## config.mk

```make
export PLATFORM = sky130hd
export DESIGN_NAME = data_memory
export DESIGN_NICKNAME = d
export VERILOG_FILES = /design/src/rtl/data_memory.sv
export SDC_FILE = /design/constraint.sdc
export NUM_CORES = 2
export LEC_CHECK = 0
export BUFFER_PORTS_ARGS = -buffer_cell sky130_fd_sc_hd__buf_2
export CAP_MARGIN = 40
export CORE_ASPECT_RATIO = 1.4
export CORE_UTILIZATION = 52
export DETAILED_ROUTE_END_ITERATION = 6
export GPL_TIMING_DRIVEN = 0
export HOLD_SLACK_MARGIN = 0.12
export PLACE_DENSITY = 0.67
export RECOVER_POWER = 25
export SETUP_SLACK_MARGIN = 0.2
export SLEW_MARGIN = 10
export SYNTH_ARGS = -nofsm -noshare
export SYNTH_HDL_FRONTEND = slang
export SYNTH_SLANG_ARGS = --single-unit
```

## constraint.sdc

```tcl
create_clock -name CLK -period 4.8 [get_ports CLK]
set_input_delay 0.72 -clock CLK [delete_from_list [all_inputs] [get_ports CLK]]
set_output_delay 0.72 -clock CLK [all_outputs]
set_load 0.01 [all_outputs]
```

## src/rtl/data_memory.sv

```systemverilog
`default_nettype none
// ============================================================================
// Module      : data_memory
// Description : 256 x 8-bit data memory with a fixed multi-cycle access
//               latency and a BUSYWAIT stall handshake. A request is accepted
//               in IDLE, counted down in BUSY, completed on the last BUSY edge,
//               and followed by a one-cycle DONE in which BUSYWAIT is low.
//               Optional macro DMEM_CLEAR_ON_RESET_EN clears all storage on
//               RESET; without it storage is retained across reset.
// Revision    : 1.0 - initial release
// ============================================================================
module data_memory #(
  parameter int MEM_LATENCY = 5
) (
  input  logic       CLK,
  input  logic       RESET,
  input  logic       READ,
  input  logic       WRITE,
  input  logic [7:0] ADDRESS,
  input  logic [7:0] WRITEDATA,
  output logic [7:0] READDATA,
  output logic       BUSYWAIT
);

  typedef enum logic [1:0] {
    ST_IDLE = 2'd0,
    ST_BUSY = 2'd1,
    ST_DONE = 2'd2
  } state_t;

  // Counter start value: completion lands MEM_LATENCY edges after acceptance.
  localparam logic [3:0] LOAD_COUNT = 4'(MEM_LATENCY - 1);

  state_t      state_q, state_d;
  logic [3:0]  cnt_q, cnt_d;
  logic [7:0]  addr_q, addr_d;
  logic [7:0]  wdata_q, wdata_d;
  logic        wr_op_q, wr_op_d;
  logic [7:0]  rdata_q, rdata_d;

  logic        mem_we;
  logic [7:0]  mem_rdata;
  logic        busy_w;

  logic [7:0]  mem [256];

  assign mem_rdata = mem[addr_q];

  // Next-state logic: accept in IDLE, count down in BUSY, complete at zero.
  always_comb begin
    state_d = state_q;
    cnt_d   = cnt_q;
    addr_d  = addr_q;
    wdata_d = wdata_q;
    wr_op_d = wr_op_q;
    rdata_d = rdata_q;
    mem_we  = 1'b0;
    case (state_q)
      ST_IDLE: begin
        if (READ || WRITE) begin
          addr_d  = ADDRESS;
          wdata_d = WRITEDATA;
          // A simultaneous read+write resolves to a write.
          wr_op_d = WRITE;
          cnt_d   = LOAD_COUNT;
          state_d = ST_BUSY;
        end
      end
      ST_BUSY: begin
        if (cnt_q != 4'd0) begin
          cnt_d = cnt_q - 4'd1;
        end else begin
          state_d = ST_DONE;
          if (wr_op_q) begin
            mem_we = 1'b1;
          end else begin
            rdata_d = mem_rdata;
          end
        end
      end
      ST_DONE: begin
        // Requests seen here are deliberately not accepted.
        state_d = ST_IDLE;
      end
      default: begin
        state_d = ST_IDLE;
      end
    endcase
  end

  // Stall: follows the request in IDLE so the CPU stalls in its issue cycle.
  always_comb begin
    busy_w = 1'b0;
    if (!RESET) begin
      case (state_q)
        ST_IDLE: busy_w = READ | WRITE;
        ST_BUSY: busy_w = 1'b1;
        default: busy_w = 1'b0;
      endcase
    end
  end

  // Control and read-data registers; reset aborts any in-flight access.
  always_ff @(posedge CLK or posedge RESET) begin
    if (RESET) begin
      state_q <= ST_IDLE;
      cnt_q   <= 4'd0;
      addr_q  <= 8'h00;
      wdata_q <= 8'h00;
      wr_op_q <= 1'b0;
      rdata_q <= 8'h00;
    end else begin
      state_q <= state_d;
      cnt_q   <= cnt_d;
      addr_q  <= addr_d;
      wdata_q <= wdata_d;
      wr_op_q <= wr_op_d;
      rdata_q <= rdata_d;
    end
  end

`ifdef DMEM_CLEAR_ON_RESET_EN
  // Storage array, cleared to zero whenever RESET is asserted.
  always_ff @(posedge CLK or posedge RESET) begin
    if (RESET) begin
      for (int i = 0; i < 256; i++) begin
        mem[i] <= 8'h00;
      end
    end else if (mem_we) begin
      mem[addr_q] <= wdata_q;
    end
  end
`else
  // Storage array, retained across reset; writes are blocked while in reset.
  always_ff @(posedge CLK) begin
    if (mem_we && !RESET) begin
      mem[addr_q] <= wdata_q;
    end
  end
`endif

  assign READDATA = rdata_q;
  assign BUSYWAIT = busy_w;

endmodule
`default_nettype wire

```

# Yosys cells after proc, flatten, opt, wreduce, memory -nomap -nowiden

Memory sizes are Yosys's and may differ from the RTL's. A register that Yosys moved wholly into a read port is not among the register bits.
Index checks and enable logic that the tools add are counted.

Input port bits: 20
Memory bits (writable): 2048
Memories: 1
Latch bits: 0
Bits in read-only memories: 0
Output and inout bits: 9
Flip-flop bits (word level): 23
Logic and storage cells: 37

$add $sub $neg: 1
Div/mod/pow operators: 0
$lt $le $gt $ge: 0
Shifts and indexed selects: 0
Bitwise operators: 3
Muxes and demuxes: 13
Equality and inequality tests: 4
Reductions and logical operators: 10
$mul: 0

Memories:

| memory | depth | width | rd ports | clocked after Yosys merged registers in | wr ports | RTL line | text |
|---|---|---|---|---|---|---|---|
| mem    | 256   | 8     | 1        | 1                                       | 1        | 45       | `logic [7:0] mem [256];` |

Operator list:

| cell                                              | count |
|---|---|
| 2-to-1 mux 4 bit                                  | 2 |
| case mux 4 bit (2 select lines)                   | 1 |
| 2-to-1 mux 1 bit                                  | 6 |
| != test 2 bit (second input constant)             | 3 |
| AND reduction 3 bit                               | 2 |
| 2-to-1 mux 2 bit                                  | 2 |
| case mux 2 bit (2 select lines)                   | 1 |
| AND reduction 2 bit                               | 2 |
| nonzero test 4 bit                                | 1 |
| subtractor 4 x 1 -> 4 bit (second input constant) | 1 |
| == test 2 x 1 -> 1 bit (second input constant)    | 1 |
| logical NOT 2 bit                                 | 1 |
| NOT 1 bit                                         | 2 |
| case mux 1 bit (2 select lines)                   | 1 |
| nonzero test 2 bit                                | 1 |
| logical AND 1 bit                                 | 1 |
| logical NOT 1 bit                                 | 1 |
| logical OR 1 bit                                  | 1 |
| bitwise OR 1 bit                                  | 1 |

# Logic depth before layout (Yosys ltp)

Depth in word-level cells: 6
Gate-level depth with buffers: 13
Mapped depth without buffers: 9

# Worst setup path after synthesis

No wires, ideal clock.

Path kind: register -> register
Start point: reg wdata_q[0]
End point: mem mem[0][0] (data pin)
Required time: 3.997 ns
Cell stages (with the launch flop): 1
Period minus slack after synthesis: 3.984 ns
Buffers on the path: 0
Path slack: 0.816 ns
Arrival time: 3.181 ns
Cells stage by stage: dfrtp_1

RTL lines:

| element                | RTL line | text |
|---|---|---|
| start, declared        | 37       | `logic [7:0] wdata_q, wdata_d;` |
| start signal, assigned | 116      | `wdata_q <= wdata_d;` |
| end, declared          | 45       |  |

No word-level cell before the write port.

==> qor.yml <==
outcome:
  status: "complete, but fails checks"
  violations: "DRC, capacitance limit, slew limit, setup timing"
clocking:
  cts_inserted_buffers: 184
  clock_sinks: 2079
  clockBufferDepth: 3
  clk_pin_slew_worst_paths_ns: 0.07
  cts_max_level: 4
  clock_latency_ns: 0.85
  cts-root-buf: "clkbuf_16"
  cts_tree: "done"
grt:
  grt_max_degree: 93
  first_global_vias: 42078
  grt_use_total_pct: 34.1
  grt_pass1_wl_um: 353000
  antenna_found_initial: 13
  overflow: 0
floorplanning:
  start_util_pct: 52.5
  ios: 29
  dieWidth_um: 335
  die_h_um: 468
  coreArea_mm2: 0.154
  die_area_mm2: 0.157
  num_rows: 170
timing:
  skew_ns: 0.0317
  layout_setup_ws_ns: -0.0320
  fin_crit_ns: 4.83
  tightestPinTransition_ns: 4.19
  fin_crit_sh_pct: 101
  rsz0062_at_grt: "true"
  slew_violations: 999
  max_freq_mhz: 207
  finalSetupViolations: 5
  relSlewSlack_pct: -179
  hold_violations: 0
critical_path:
  worstSetupPathType: "register to register"
  cp_max_fo: 10
  arrival_ns: 5.52
  rr_worst_depth: 10
  critPathRequiredTime_ns: 5.49
  crit_path_end_kind: "register"
  startpoint_type: "register"
routing:
  ant_nets: 0
  num_vias: 43356
  firstDrtPassIters: 7
  wl_um: 263000
  wl_per_cell_um: 41.7
  drt_iter0_drc: 7403
  avgViaCountPerCell: 6.86
  drc: 3
power_and_ir_drop:
  power_mw: 59.6
  irDropWorstVdd_mv: 0.579
  p_per_area_mw_per_mm2: 646
  leakage_nw: 28.9
synthesis:
  synth.distinct_cells: 57
  synth_fp_nets: 3727
  postSynthCellCount: 3706
  ys_warn_count: 0
  synth_edf_count: 2048
  avgSynthCellArea_um2: 21.8
  yosys.area.top_type_share_pct: 76.3
  synthArstFlopShare_pct: 1.49
  ys.flop_type: "edfxtp_1"
  synth_area_mm2: 0.0807
  synth_top_area_cell: "edfxtp_1"
  seq_area_frac_synth_pct: 77.2
  synthTopCellsByArea: "edfxtp_1 (76%), mux4_2 (15%), mux2i_1 (1.6%), nor2_1 (1.4%), dfrtp_1 (0.96%)"
  ys_top_cells_by_count: "edfxtp_1 (2048), mux4_2 (531), nor2_1 (292)"
  yosysMostFrequentCell: "edfxtp_1"
  ys_ff_latch: 2079
cells_and_area:
  area_growth_pct: 14.3
  final_nets: 4126
  layout-drive-gt1-share_pct: 30.1
  stdcell_area_mm2: 0.0922
place:
  numPortBuffers: 28
  post-dp-hpwl_um: 181000
  placed_area_mm2: 0.0856
  gp_congestion: 1.01
hold_path:
  hold_depth: 3
  hold_path.class: "input pin to register"
flow_run:
  cap_violations: 16
-- metrics by stage --
| step | TNS [ns] | hold WS (ns) | worst slack, ns | util [%] | std cells |
|---|---|---|---|---|---|
| 2_1_floorplan | 0 | 0.498 | 0.816 | - | 3706 |
| 3_5_place_dp | -1258.17 | 0.534 | -1.23 | 55.8 | 5958 |
| 5_1_grt | 0 | 0.177 | 0.126 | 60.0 | 6316 |
| 3_3_place_gp | -7173.76 | 0.516 | -2.85 | 54.3 | 5798 |
| 4_1_cts | 0 | 0.134 | 0.187 | 60.1 | 6306 |
| 6_report | -0.0491 | 0.162 | -0.0320 | 60.0 | 6323 |
-- sequential cells by signal (all words and copies together), names as in the netlist --
name / count
READDATA: 8
addr_q: 8
mem: 2048
cnt_q: 4
state_q: 2
wdata_q: 8
wr_op_q: 1
-- cell families (layout without fill, tap and decap cells) --
logic type	after synthesis	in the layout	share of synthesized area (%)
AOI/OAI and AO/OA	237	237	2.11
xor gates and xnor gates	1	1	0.0109
other	0	8	0
adders and majority gates	1	1	0.0155
and+or+nand+nor	478	478	2.50
DFF	2079	2079	77.2
buffers and inverters	228	773	1.39
muxes	682	682	16.8
-- area by class of cell --
cell class / instances / area, um^2
clock buffers: 245 / 5000
fillers: 10787 / 61400
plain buffers: 218 / 1260
flip-flops and latches: 2079 / 62300
clock inverters: 87 / 759
inverters: 10 / 38.8
repair buffers: 213 / 2350
multi-input cells: 1399 / 17900
well taps: 2064 / 2580
diodes: 8 / 20.0
-- routing by layer --
layer | track usage, % | vias to the layer above | share of wire [%]
met1 | 40.6 | 22724 | 32
met3 | 10.2 | 898 | 12
met2 | 52.6 | 3390 | 47
met5 | 0 | - | 0.023
met4 | 25.7 | 10 | 9.2
li1 | - | 16334 | -
-- worst max-delay path: stages, from the launching register on --
cell	delay (ns)
dfrtp_1	0.55
buf_4	0.35
buf_4	0.29
buf_2	0.47
buf_2	0.66
mux4_2	0.43
mux4_2	0.54
a22oi_1	0.46
nand2_1	0.10
a221oi_1	0.67
nor2_1	0.12
-- report_power, final --
part / internal (mW) / switching (mW) / leakage, nW
combinational: 6.92 / 14.6 / 7.27
clock: 7.96 / 6.56 / 2.81
sequential: 23.0 / 0.540 / 18.8
total: 37.8 / 21.7 / 28.9
-- placed cells by master, fill, tap and decap left out, types with 23 or more instances in the layout --
cell type	netlist	final
o21ai_0	37	37
nor2_4	0	49
clkinv_2	0	30
clkbuf_16	0	191
nor2_1	292	182
clkbuf_1	91	120
buf_6	14	41
clkbuf_2	0	23
clkinv_1	1	34
nand3_1	42	42
nand2_1	75	64
dfrtp_1	31	30
mux2i_1	130	130
mux4_2	531	531
buf_4	17	115
nor2_2	0	61
edfxtp_1	2048	2048
a22oi_1	62	62
buf_2	79	95
-- worst paths after layout --
| path | from | to | slack [ns] |
|---|---|---|---|
| min in group asynchronous | RESET | cnt_q[1] | 0.60 |
| setup reg to reg | addr_q[1] | READDATA[1] | -0.03 |
| hold / removal | ADDRESS[2] | addr_q[2] | 0.16 |
| hold reg to reg | cnt_q[2] | cnt_q[2] | 0.54 |
| setup / recovery | addr_q[1] | READDATA[1] | -0.03 |
| max in group asynchronous | RESET | wdata_q[1] | 3.60 |
-- what timing repair did --
| item | CTS | global route |
|---|---|---|
| buffers inserted | 4 | 1 |
| hold buffers | 12 | 0 |
| pin swaps | 5 | 0 |
| endpoints found under the hold margin | 42 | 0 |
| endpoints found under the setup margin | 2004 | 369 |
| gates resized for setup | 201 | 21 |
Note: power is estimated with default switching activity, not from simulation.
